$ cat src/rtl/reg_access_arbiter.sv
// Two-requester register-bank access arbiter: round-robin grant on ties,
// fixed three-cycle IDLE -> ACCESS -> RESP transaction with registered outputs.
module reg_access_arbiter #(
    parameter int ADDR_SIZE = 8,
    parameter int REG_COUNT = 9
) (
    input  logic                   clk_i,
    input  logic                   rst_i,
    input  logic [1:0]             req_i,
    input  logic [1:0]             wr_i,
    input  logic [2*ADDR_SIZE-1:0] addr_i,
    input  logic [15:0]            wdata_i,
    output logic [1:0]             done_o,
    output logic                   err_o,
    output logic [7:0]             rdata_o,
    output logic                   busy_o,
    output logic                   acc_en_o,
    output logic                   wr_en_o,
    output logic [ADDR_SIZE-1:0]   addr_o,
    output logic [7:0]             wdata_o,
    input  logic [7:0]             rdata_i
);

    typedef enum logic [1:0] {
        IDLE,
        ACCESS,
        RESP
    } state_t;

    localparam logic [ADDR_SIZE:0] REG_LIMIT = (ADDR_SIZE + 1)'(REG_COUNT);

    state_t state_q;
    logic   last_grant_q;
    logic   win_q;
    logic   wr_q;
    logic   in_range_q;

    logic                 win_d;
    logic [ADDR_SIZE-1:0] win_addr_d;
    logic [7:0]           win_wdata_d;
    logic                 win_in_range_d;

    // Single requester wins outright; on a tie the one not granted last time wins.
    always_comb begin
        win_d = 1'b0;
        unique case (req_i)
            2'b01:   win_d = 1'b0;
            2'b10:   win_d = 1'b1;
            2'b11:   win_d = ~last_grant_q;
            default: win_d = 1'b0;
        endcase
        win_addr_d     = win_d ? addr_i[2*ADDR_SIZE-1:ADDR_SIZE] : addr_i[ADDR_SIZE-1:0];
        win_wdata_d    = win_d ? wdata_i[15:8] : wdata_i[7:0];
        win_in_range_d = ({1'b0, win_addr_d} < REG_LIMIT);
    end

    assign busy_o = (state_q != IDLE);

    always_ff @(posedge clk_i or posedge rst_i) begin
        if (rst_i) begin
            state_q      <= IDLE;
            last_grant_q <= 1'b1;
            win_q        <= 1'b0;
            wr_q         <= 1'b0;
            in_range_q   <= 1'b0;
            acc_en_o     <= 1'b0;
            wr_en_o      <= 1'b0;
            addr_o       <= '0;
            wdata_o      <= '0;
            done_o       <= '0;
            err_o        <= 1'b0;
            rdata_o      <= '0;
        end else begin
            unique case (state_q)
                IDLE: begin
                    if (|req_i) begin
                        state_q      <= ACCESS;
                        win_q        <= win_d;
                        last_grant_q <= win_d;
                        wr_q         <= wr_i[win_d];
                        in_range_q   <= win_in_range_d;
                        // Bank strobes are loaded here so they are live for the whole ACCESS cycle.
                        acc_en_o     <= win_in_range_d;
                        wr_en_o      <= win_in_range_d & wr_i[win_d];
                        addr_o       <= win_in_range_d ? win_addr_d : '0;
                        wdata_o      <= win_in_range_d ? win_wdata_d : '0;
                    end
                end
                ACCESS: begin
                    state_q  <= RESP;
                    acc_en_o <= 1'b0;
                    wr_en_o  <= 1'b0;
                    addr_o   <= '0;
                    wdata_o  <= '0;
                    done_o   <= win_q ? 2'b10 : 2'b01;
                    err_o    <= ~in_range_q;
                    rdata_o  <= (!wr_q && in_range_q) ? rdata_i : 8'h00;
                end
                RESP: begin
                    state_q <= IDLE;
                    done_o  <= '0;
                    err_o   <= 1'b0;
                    rdata_o <= '0;
                end
                default: state_q <= IDLE;
            endcase
        end
    end

endmodule
$ cat config.mk
export PLATFORM = sky130hd
export DESIGN_NAME = reg_access_arbiter
export DESIGN_NICKNAME = d
export VERILOG_FILES = /design/src/rtl/reg_access_arbiter.sv
export SDC_FILE = /design/constraint.sdc
export NUM_CORES = 1
export LEC_CHECK = 0
export ABC_CLOCK_PERIOD_IN_PS = 2200
export BUFFER_PORTS_ARGS = -buffer_cell sky130_fd_sc_hd__buf_2
export CAP_MARGIN = 5
export CELL_PAD_IN_SITES_DETAIL_PLACEMENT = 0
export CELL_PAD_IN_SITES_GLOBAL_PLACEMENT = 2
export CORE_UTILIZATION = 29
export CTS_BUF_LIST = sky130_fd_sc_hd__clkbuf_2
export DETAILED_ROUTE_END_ITERATION = 10
export PLACE_DENSITY_LB_ADDON = 0.1
export SETUP_SLACK_MARGIN = 0.1
export SYNTH_ARGS = -nofsm -noshare
export SYNTH_HDL_FRONTEND = slang
export SYNTH_SLANG_ARGS = --single-unit
$ cat constraint.sdc
create_clock -name clk_i -period 2.2 [get_ports clk_i]
set_input_delay 0.33 -clock clk_i [delete_from_list [all_inputs] [get_ports clk_i]]
set_output_delay 0.33 -clock clk_i [all_outputs]
set_load 0.02 [all_outputs]
-- Yosys cells after proc, flatten, opt, wreduce, memory -nomap -nowiden
Cells that the tools add are included.
- register bits after elaboration: 35
- bits of input ports: 46
- output and inout bits: 30
- magnitude comparators: 2
- equal/unequal tests: 5
- muxes and demuxes: 22
- bitwise operators: 3
- reductions and logical operators: 9
- operator list (cell ; number):
    $mux W8 ; 7
    $pmux W8 S2 ; 3
    $lt A8 B4 Y1 const B ; 1
    $pmux W1 S2 ; 4
    $pmux W2 S2 ; 2
    $eq A2 B2 Y1 const B ; 3
    $reduce_bool A2 Y1 ; 3
    $mux W1 ; 4
    $mux W2 ; 2
    $reduce_and A2 Y1 ; 2
    $eq A2 B1 Y1 const B ; 1
    $logic_not A2 Y1 ; 1
    $lt A1 B2 Y1 const B ; 1
    $ne A2 B2 Y1 const B ; 1
    $not A1 Y1 ; 2
    $reduce_or A2 Y1 ; 1
    $and A1 B1 Y1 ; 1
    $logic_and A1 B1 Y1 ; 1
    $logic_not A1 Y1 ; 1

-- Depth between registers and ports, before layout
- depth after elaboration: 7
- mapped depth: 7
- gate-level depth less buffers: 6

-- Least setup slack after synthesis
Ideal clock, no wire load.
- kind: reg2reg
- start: reg state_q[0]
- end: reg addr_o[1]
- setup time: 0.075 ns
- data arrival time: 1.608 ns
- required time: 2.125 ns
- path slack: 0.517 ns
- cell stages (with the launch flop): 8
- buffers on the path: 1
- cell sequence: dfrtp_1 > inv_1 > ha_1 > inv_2 > or3_4 > o21ai_2 > buf_6 > o2bb2ai_2
- longest elaborated chain between the ends: 3
- elaborated cells on any way between the ends: 6
- ends and longest elaborated chain (what ; RTL line ; source):
    start: declaration ; 32 ; state_t state_q;
    start signal: assignment ; 61 ; state_q <= IDLE;
    start signal: assignment ; 77 ; state_q <= ACCESS;
    start signal: assignment ; 90 ; state_q <= RESP;
    $eq A2 B1 Y1 / $logic_not A2 Y1 (equally long branches) ; 74 ; unique case (state_q)
    $reduce_bool A2 Y1 (no line) / $ne A2 B2 Y1 (equally long branches) ; -- ;
    $reduce_and A2 Y1 (no line) ; -- ;
    end signal: assignment ; 85 ; addr_o <= win_in_range_d ? win_addr_d : '0;
    end: declaration ; 19 ; output logic [ADDR_SIZE-1:0] addr_o,
Parallel ways exist; a longest one is shown, timed or not.
A chain may end at the register's enable or synchronous reset.

-- Worst setup path in the final report
- start: reg state_q[0]
- end: reg addr_o[6]
The elaborated chain is that of the path after synthesis.

==> run metrics <==
status=finished, final reports clean; final WL=between 3000 and 4000 um; number of synthesized flops with an enable pin=0; crit share post-route=0.882; ANT nets after route=0; Num CTS Buffers=5; Seq cells post-synth=35; syn nets=around 190; initial core utilization=0.302; Fmax=about 0.52 GHz; Finished Core Util=0.393; die area=6050 um^2; commonest non-fill, non-tap cell in the layout=buf_2; wire per inst=between 10 and 15 um; Startpoint Class=flip-flop; htree depth=2; CP Capture Type=flip-flop; n_diodes=0; total gr overflow=0; Power Density=roughly 840 nW/um^2; DP HPWL=approximately 2900 um; Net count, final=about 270; Final Critical Period=1940 ps; post-synth top area share=0.511; post-route cell area=~2200 um^2; unrepaired setup endpoints after global routing=no; Core Area=about 5500 um^2; skew final=approximately 10 ps; Initial DRC Count=30; Vias/cell=roughly 4.5; placed cell areas=about 2100 um^2; Worst R2R Start=state_q[0]; initial antenna violation count=0; number of global-route vias before repair=around 1300; Critical Path, Cell by Cell=inv_1 -> ha_1 -> inv_2 -> or3_4 -> o21ai_2 -> and2_1; Port-buffer cells=75; hold_buf cts=0; Netlist cell types=33; Post-synth ARST share=1.00; Reg clk slew, reported paths=~180 ps; most frequent cells in the layout=75 x buf_2, 34 x dfrtp_1, 14 x nand2_1, 14 x o21ai_0; Total GRT Usage=0.139; Final Hold Vio Count=0; worst path required time=2510 ps; Gates resized, CTS repair=0; Area Growth Syn to Fin=30.2%; vias post-DR=1305; Area contributors post-synth=dfrtp_1 51%, o2bb2ai_2 9.0%, mux2i_1 7.2%, o21ai_0 4.2%, nand2_1 3.2%; register area share after synthesis=0.527; minimum hold slack=between 10 and 15 ps; drt pass-1 iters=4; CTS Sinks=35; Mapped Cells=between 100 and 150; Slew Limit Fails=0; Max-Cap Viols=0; # DRC=0; GR Util met2=0.228; Finished Layout Cells=291; first-pass GRT wire length=roughly 6500 um; critical path class=reg -> reg; CP delay by family, top=simple AND/OR/NAND/NOR gates; slowest stage delay, CP=between 400 and 500 ps; number of setup buffers added after CTS=0; R2R Setup Slk=about 260 ps; critical path arrival=~2300 ps; CP max FO=18; worst slew pin tran=approximately 980 ps; slowest CP cell=dfrtp_1; CTS Buffer Depth=2; Synth Cell Area=approximately 1700 um^2; HP Class=in -> async; M3 GR Usage=0.0529; CP Buf/Inv Count=2; Worst R2R End=addr_o[6]; Final TNS setup=0 ps; layer with the highest usage=met2; Std-Cell Rows=27; R2R depth=6; Ys Warns=0; DIE HEIGHT=77.8 um; peak supply drop=~0.38 mV; # setup viols final=0; fillers=between 500 and 600; M1 GR Usage=0.167; IO Pins=76; CTS tree=yes; Top FF cell, synth=dfrtp_1; Synth area leader=dfrtp_1; largest net degree at the start of global routing=36; Slew HR=0.350; die extent in x=approximately 78 um; placed insts=between 200 and 300; Leak=~1.1 nW; ratio of cells with drive above 1 in the final layout=0.502; RD Place Congestion=0.693; CTS Root Cell=clkbuf_2; synthesized area per cell=around 12 um^2; clk_lat worst skew=360 ps
-- worst max path at each step --
stage / to / slack [ps] / cells past startpoint / start
3_5_place_dp: addr_o[6] / 280 / 6 / state_q[0]
4_1_cts: addr_o[6] / 260 / 6 / state_q[0]
3_3_place_gp: addr_o[7] / 370 / 6 / state_q[0]
5_1_grt: addr_o[0] / 160 / 6 / state_q[0]
6_report: addr_o[6] / 260 / 6 / state_q[0]
2_1_floorplan: addr_o[1] / 520 / 7 / state_q[0]
-- worst register-to-register path: cells and delay by family, from the launching register on --
family | cells | cell delay, ps
simple gates | 2 | 640
flops | 1 | 430
compound gates | 1 | 380
fa+ha+maj | 1 | 270
buf+inv | 2 | 170
-- registers in the layout (all words and copies together), names as in the netlist --
register      flops
last_grant_q      1
wr_q              1
acc_en_o          1
addr_o            8
win_q             1
err_o             1
done_o            2
rdata_o           8
state_q           2
wdata_o           8
in_range_q        1
wr_en_o           1
-- cells by family after synthesis --
family,synth area share
fa+ha+maj,0.0226
simple gates,0.0925
compound gates,0.223
flops,0.527
buf+inv,0.0496
mux,0.0857
-- final cells by class --
cell class	instances	area (um^2)	share of cell area
Sequential cell	35	877	0.405
Clock buffer	7	35.0	0.0162
Clock inverter	1	5.00	0.00231
Timing Repair Buffer	79	405	0.187
Inverter	13	48.8	0.0225
Multi-Input combinational cell	84	704	0.325
Tap cell	72	90.1	0.0416
-- per-layer routing --
metal / part of all wire / wire (um)
met5: 0 / 0
met3: 0.066 / 258
met2: 0.48 / 1890
met4: 0.012 / 48
met1: 0.44 / 1710
-- cell usage after synthesis, drive strengths merged, types with 2 or more instances --
library cell / instances
nand2: 14
mux2i: 12
buf: 3
nor2: 5
and2: 4
o2bb2ai: 12
nor3: 2
inv: 13
mux2: 2
a32o: 2
dfrtp: 34
ha: 3
a21bo: 2
o21ai: 15
-- through the flow --
stage	setup WS, ps	power (mW)
global placement	375	1.54
finish	261	1.83
detailed placement	280	1.56
floorplan	517	1.35
CTS	261	1.86
global route	160	1.97
-- report_power, final --
group          leakage (nW)  total (mW)  switching [mW]  internal (mW)
clock network        0.0330       0.299           0.212         0.0870
logic                 0.629       0.726           0.466          0.261
registers             0.471       0.803          0.0590          0.744
total                  1.13        1.83           0.736           1.09
(Power assumes the default switching activity.)
